==> config.mk <==
export PLATFORM = sky130hd
export DESIGN_NAME = spi_slave_rx
export DESIGN_NICKNAME = d
export VERILOG_FILES = /design/src/rtl/spi_slave_rx.sv
export SDC_FILE = /design/constraint.sdc
export NUM_CORES = 1
export LEC_CHECK = 0
export ABC_AREA = 1
export CORE_UTILIZATION = 58
export DETAILED_ROUTE_END_ITERATION = 12
export HOLD_SLACK_MARGIN = 0.03
export MAX_ROUTING_LAYER = met4
export PLACE_DENSITY = 0.82
export SLEW_MARGIN = 20
export SYNTH_ARGS = -nofsm -noshare
export SYNTH_HDL_FRONTEND = slang
export SYNTH_SLANG_ARGS = --single-unit
==> constraint.sdc <==
create_clock -name clk -period 2.2 [get_ports clk]
set_clock_uncertainty 0.2 [all_clocks]
set_input_delay 0.22 -clock clk [delete_from_list [all_inputs] [get_ports clk]]
set_output_delay 0.22 -clock clk [all_outputs]
set_load 0.05 [all_outputs]
==> src/rtl/spi_slave_rx.sv <==
// SPI receive slave (mode 0, MSB first) with 2-flop input synchronizers and a one-byte holding register.
// Define SPI_SLAVE_MISO_EN to add the tx_data/miso reply path.
module spi_slave_rx (
    input  logic       clk,
    input  logic       rst,
    input  logic       sclk,
    input  logic       cs,
    input  logic       mosi,
    output logic [7:0] rx_data,
    output logic       rx_valid,
    input  logic       rx_ack,
    output logic       rx_overrun,
    output logic       frame_err
`ifdef SPI_SLAVE_MISO_EN
    ,
    input  logic [7:0] tx_data,
    output logic       miso
`endif
);

    typedef enum logic [1:0] {IDLE, SHIFT, END} state_t;

    logic       sclk_s1_q, sclk_s2_q, sclk_prev_q;
    logic       cs_s1_q, cs_s2_q, cs_prev_q;
    logic       mosi_s1_q, mosi_s2_q;
    logic [1:0] fill_q;
    logic       armed_q, armed_d;

    state_t     state_q, state_d;
    logic [2:0] bitcnt_q, bitcnt_d;
    logic [7:0] shreg_q, shreg_d;
    logic [7:0] rx_data_q, rx_data_d;
    logic       rx_valid_q, rx_valid_d;
    logic       rx_ovr_q, rx_ovr_d;
    logic       byte_done;
    logic [7:0] byte_val;

`ifdef SPI_SLAVE_MISO_EN
    logic [7:0] tx_q, tx_d;
    logic       skip_q, skip_d;
`endif

    logic sclk_rise, sclk_fall, cs_fall, cs_rise;
    assign sclk_rise = sclk_s2_q & ~sclk_prev_q;
    assign sclk_fall = ~sclk_s2_q & sclk_prev_q;
    assign cs_fall   = ~cs_s2_q & cs_prev_q;
    assign cs_rise   = cs_s2_q & ~cs_prev_q;
    assign byte_val  = {shreg_q[6:0], mosi_s2_q};

    // A frame may only start after cs has been seen high through a flushed synchronizer,
    // so a reset released while cs is held low cannot fake a falling edge.
    assign armed_d = armed_q | (fill_q[1] & cs_s2_q);

    always_ff @(posedge clk) begin
        if (rst) begin
            sclk_s1_q   <= 1'b0;
            sclk_s2_q   <= 1'b0;
            sclk_prev_q <= 1'b0;
            cs_s1_q     <= 1'b1;
            cs_s2_q     <= 1'b1;
            cs_prev_q   <= 1'b1;
            mosi_s1_q   <= 1'b0;
            mosi_s2_q   <= 1'b0;
            fill_q      <= '0;
            armed_q     <= 1'b0;
            state_q     <= IDLE;
            bitcnt_q    <= '0;
            shreg_q     <= '0;
            rx_data_q   <= '0;
            rx_valid_q  <= 1'b0;
            rx_ovr_q    <= 1'b0;
`ifdef SPI_SLAVE_MISO_EN
            tx_q        <= '0;
            skip_q      <= 1'b0;
`endif
        end else begin
            sclk_s1_q   <= sclk;
            sclk_s2_q   <= sclk_s1_q;
            sclk_prev_q <= sclk_s2_q;
            cs_s1_q     <= cs;
            cs_s2_q     <= cs_s1_q;
            cs_prev_q   <= cs_s2_q;
            mosi_s1_q   <= mosi;
            mosi_s2_q   <= mosi_s1_q;
            fill_q      <= {fill_q[0], 1'b1};
            armed_q     <= armed_d;
            state_q     <= state_d;
            bitcnt_q    <= bitcnt_d;
            shreg_q     <= shreg_d;
            rx_data_q   <= rx_data_d;
            rx_valid_q  <= rx_valid_d;
            rx_ovr_q    <= rx_ovr_d;
`ifdef SPI_SLAVE_MISO_EN
            tx_q        <= tx_d;
            skip_q      <= skip_d;
`endif
        end
    end

    always_comb begin
        state_d    = state_q;
        bitcnt_d   = bitcnt_q;
        shreg_d    = shreg_q;
        rx_data_d  = rx_data_q;
        rx_valid_d = rx_valid_q;
        rx_ovr_d   = rx_ovr_q;
        byte_done  = 1'b0;
`ifdef SPI_SLAVE_MISO_EN
        tx_d       = tx_q;
        skip_d     = skip_q;
`endif

        case (state_q)
            IDLE: begin
                if (cs_fall && armed_q) begin
                    state_d  = SHIFT;
                    bitcnt_d = '0;
                    shreg_d  = '0;
`ifdef SPI_SLAVE_MISO_EN
                    tx_d     = tx_data;
                    skip_d   = 1'b0;
`endif
                end
            end
            SHIFT: begin
                if (cs_rise) begin
                    state_d = END;
                end else begin
                    if (sclk_rise) begin
                        shreg_d  = byte_val;
                        bitcnt_d = bitcnt_q + 3'd1;
                        if (bitcnt_q == 3'd7) begin
                            byte_done = 1'b1;
`ifdef SPI_SLAVE_MISO_EN
                            // Reloaded MSB must survive the falling edge that closes this byte.
                            tx_d      = tx_data;
                            skip_d    = 1'b1;
`endif
                        end
                    end
`ifdef SPI_SLAVE_MISO_EN
                    if (sclk_fall) begin
                        if (skip_q) skip_d = 1'b0;
                        else        tx_d   = {tx_q[6:0], 1'b0};
                    end
`endif
                end
            end
            END: begin
                state_d = IDLE;
            end
            default: begin
                state_d = IDLE;
            end
        endcase

        if (rx_ack && rx_valid_q) begin
            rx_valid_d = 1'b0;
            rx_ovr_d   = 1'b0;
        end
        if (byte_done) begin
            if (!rx_valid_q || rx_ack) begin
                rx_data_d  = byte_val;
                rx_valid_d = 1'b1;
            end else begin
                rx_ovr_d   = 1'b1;
            end
        end
    end

`ifndef SPI_SLAVE_MISO_EN
    logic unused_fall;
    assign unused_fall = sclk_fall;
`endif

    assign rx_data    = rx_data_q;
    assign rx_valid   = rx_valid_q;
    assign rx_overrun = rx_ovr_q;
    assign frame_err  = (state_q == END) && (bitcnt_q != 3'd0);
`ifdef SPI_SLAVE_MISO_EN
    assign miso       = (state_q == SHIFT) ? tx_q[7] : 1'b0;
`endif

endmodule
# Yosys cells after proc, flatten, opt, wreduce, memory -nomap -nowiden
# Cells that the tools add are included.
# totals
out_inout_bits	11
regBits	33
# classes
add_sub_neg	1
eq_ne	7
muxes	22
reduce_logical	11
bitwise	8
# op_table
op	count
7-bit 2-to-1 mux	3
7-bit case mux with 2 select lines	1
1-bit 2-to-1 mux	11
3-bit 2-to-1 mux	3
2-bit inequality test, second input constant	4
3-bit case mux with 2 select lines	1
1-bit bitwise AND	4
2-bit 2-to-1 mux	2
2-bit case mux with 2 select lines	1
2-bit AND reduction	2
4-bit AND reduction	1
3-bit by 1-bit adder with 3-bit output, second input constant	1
3-bit equality test, second input constant	1
1-bit logical AND	3
1-bit inverter	3
3-bit nonzero test	1
2-bit by 1-bit equality test with 1-bit output, second input constant	1
2-bit equality test, second input constant	1
2-bit logical NOT	1
2-bit nonzero test	1
1-bit logical NOT	1
1-bit logical OR	1
1-bit bitwise OR	1

# Logic depth before layout (Yosys ltp)
# Gate-level depths: netlist of the first run.
# logic_depth
depth_word	6
ltp_mapped	8

# Worst setup path after synthesis of the first run
# OpenSTA, ideal clock, no wires.
# synth_path
path_type	reg2out
startpoint	reg bitcnt_q[0]
endpoint	out frame_err
slack_ns	-0.011
t_arrival_ns	1.791
stages_incl_launch_ff	4
cell_sequence	dfxtp_1 -> inv_1 -> ha_1 -> a211oi_1
# synth_between
elab_chain_len	2
# synth_lines
item	line	source
from (decl)	30	logic [2:0] bitcnt_q, bitcnt_d;
from (signal assigned)	88	bitcnt_q <= bitcnt_d;
3-bit nonzero test	179	assign frame_err = (state_q == END) && (bitcnt_q != 3'd0);
1-bit logical AND	179	
to (decl)	13	output logic frame_err
# Every way passes these cells.

# Worst setup path after layout of the first run
# layout_path
startpoint	reg rx_valid_q (netlist: rx_valid)
endpoint	out rx_valid
# layout_lines
item	line	source
from (decl)	33	logic rx_valid_q, rx_valid_d;
from (signal assigned)	91	rx_valid_q <= rx_valid_d;
to (decl)	10	output logic rx_valid,
# No word-level cell between the ends.

==> results.cfg, run 1 <==
[status]
status = completed

[synth]
synth_cell_types = 24
synth_area_leaders = dfxtp_1 44%, inv_1 9.8%, nor2_1 8.8%
avgSynthCellArea_um2 = 7.451
syn_nets = 209
ys_seq_elements = 33
ys_warn_count = 0
synth_top_area_cell = dfxtp_1
synth_seq_area_share_pct = 44.33
synth_cells = 200
syn_area_um2 = 1490
synth_top_cell_area_share_pct = 44.33

[worst_setup_path]
cp_top_family = buffers and inverters
worst_ep_required_time_ns = 1.78
cp_slowest_cell = clkdlybuf4s50_1
critical_path_class = reg -> out
critPathCaptureType = primary output
crit_chain = clkdlybuf4s50_1
reg2reg_from = bitcnt_q[0]$_SDFFE_PP0P_
worst-path-buf-inv = 1
critPathLaunchType = flop
arrival_ns = 1.55
rrSetupSlack_ns = 0.36
reg2reg_to = rx_data[1]$_SDFFE_PP0P_
critPathMaxStageDelay_ns = 0.82
cp_max_fo = 4
reg2reg_depth = 8

[clock_network]
clock-root-buffer = clkbuf_4
cts_tree = built
cts_setup_buffers = 0
cts_hold_buf = 0
clk-insertion-delay-late_ns = 0.34
cts_buffer_depth = 2
cts_resized = 0
htree_levels = 2
numClockSinks = 33
clkTransAtPathRegs_ns = 0.10
cts_inserted_buffers = 5

[timing]
fin_hold_ws_ns = 0.1933
max_freq_mhz = 507.3
slew_headroom_pct = 58.80
setup_tns_ns = 0
setup_viol = 0
period_needed_ns = 1.971
hold_viol = 0
period_share_pct = 89.60
rsz0062_at_grt = no
slew_viol_final = 0
worst_pin_slew_ns = 0.6173
finalWorstSetupSlack_ns = 0.2287

[placed_design]
dpl_worst_slack_ns = 0.4072
dp_cells = 238
dp_hpwl_um = 1906
gp_congestion = 0.7692
port_buffers = 16

[power]
power_density_nw_per_um2 = 669.8
leakagePower_uw = 0.0008053
peakVddDrop_uv = 601.3

[floorplanning]
dieArea_um2 = 2776
io_pins = 17
die_x_um = 52.69
die_h_um = 52.69
start_util_pct = 60.70
core_um2 = 2455
rows = 18

[global_route]
grt_start_max_net_pins = 22
grt_overflow = 0
grt_antenna_before_repair = 0
grt_pass1_vias = 1118
grtUsageTotal_pct = 24.57
grt_pass1_wl_um = 4560

[finish]
syn2layout_area_growth_pct = 15.28
final_common_cell = inv_1
multiInputGateArea_um2 = 590.6
layout_common_cells = 39 x inv_1, 35 x nor2_1, 33 x dfxtp_1
drive_above_1_share_pct = 12.04
antennaDiodeCount = 0
finalNonFillerCells = 246
n_fill_cell = 187
seq_area_um2 = 660.6
nets = 224

[detailed_routing]
drtPass1Iterations = 4
first_iter_violations = 29
routed_wl_um = 2716
drc = 0
wl_per_cell_um = 11.04
vias = 1219
avgViaCountPerCell = 4.955
antenna_left = 0

[worst_hold_path]
hold_depth = 3
hold_start = mosi
hold_path_class = in -> reg
worstHoldEndpoint = mosi_s1_q$_SDFF_PP0_

[job]
drv_cap = 0
==> state kept, by name, indices dropped and copies added, names as in the netlist, 2 cells and up <==
name / cells
bitcnt_q: 3
shreg_q: 7
rx_data: 8
fill_q: 2
state_q: 2
==> Yosys cell counts (all sizes together) <==
library cell and count:
nand2 35, nor2 38, a211oi 1, clkbuf 1
ha 3, nand3 13, inv 41, buf 9
nor3 1, dfxtp 33, nand4 9, a21boi 2
or2 2, a21oi 12
==> per-stage QoR <==
step           util [%]  total power, µW  instance area, µm²
3_3_place_gp      66.51            684.1                1633
5_1_grt           69.98             1194                1718
6_report          69.98             1151                1718
4_1_cts           69.98             1155                1718
3_5_place_dp      66.51            687.5                1633
2_1_floorplan         -            671.6                1495
==> cells by family (layout without fill, tap and decap cells) <==
kind of cell / after synthesis / after routing / synth area share, %
buffers and inverters: 51 / 67 / 16.37
AND/OR/NAND/NOR: 98 / 98 / 31.23
adder cells (fa/ha/maj): 3 / 3 / 2.519
flip-flops: 33 / 33 / 44.33
AO/OA/AOI/OAI: 15 / 15 / 5.542
==> per-layer routing <==
| metal | track usage, % | wire length (µm) | vias up |
|---|---|---|---|
| li1 | - | - | 635 |
| met1 | 26.02 | 1222 | 543 |
| met2 | 38.19 | 1295 | 34 |
| met3 | 11.59 | 134 | 7 |
| met4 | 12.28 | 63 | 0 |
| met5 | - | 0 | - |
==> final cells by class <==
cell class / count / share of cell area [%]
inverter: 41 / 9.250
multi-input combinational: 116 / 34.38
clock inverter: 1 / 1.748
tap: 30 / 2.185
timing repair buffer: 18 / 10.78
clock buffer: 7 / 3.205
sequential: 33 / 38.46
==> worst max path at each step <==
stage / startpoint / endpoint / cells after the start
finish: rx_valid$_SDFF_PP0_ / rx_valid / 1
global route: bitcnt_q[0]$_SDFFE_PP0P_ / frame_err / 4
CTS: rx_valid$_SDFF_PP0_ / rx_valid / 1
detailed placement: bitcnt_q[0]$_SDFFE_PP0P_ / rx_data[5]$_SDFFE_PP0P_ / 8
global placement: bitcnt_q[0]$_SDFFE_PP0P_ / rx_data[0]$_SDFFE_PP0P_ / 8
floorplan: bitcnt_q[0]$_SDFFE_PP0P_ / frame_err / 3
==> report_power, final <==
part / internal, µW / leakage (µW) / total [µW] / switching, µW
Sequential: 611 / 0.000269 / 617 / 5.68
Combinational: 24.0 / 0.000491 / 57.3 / 33.3
Clock: 271 / 0.0000455 / 477 / 205
(Power assumes the default switching activity.)
==> inputs of run 2 (changes only) <==
CAP_MARGIN = 0   (was default)
==> results of run 2 <==
The final DEF is identical to that of run 1; final timing and power are the same.
==> inputs of run 3 (changes only) <==
CAP_MARGIN = default   (was 0)
SETUP_SLACK_MARGIN = 0.15   (was default)
SKIP_CTS_REPAIR_TIMING = 1   (was default)
==> results of run 3 <==
The final DEF is identical to that of run 1; final timing and power are the same.
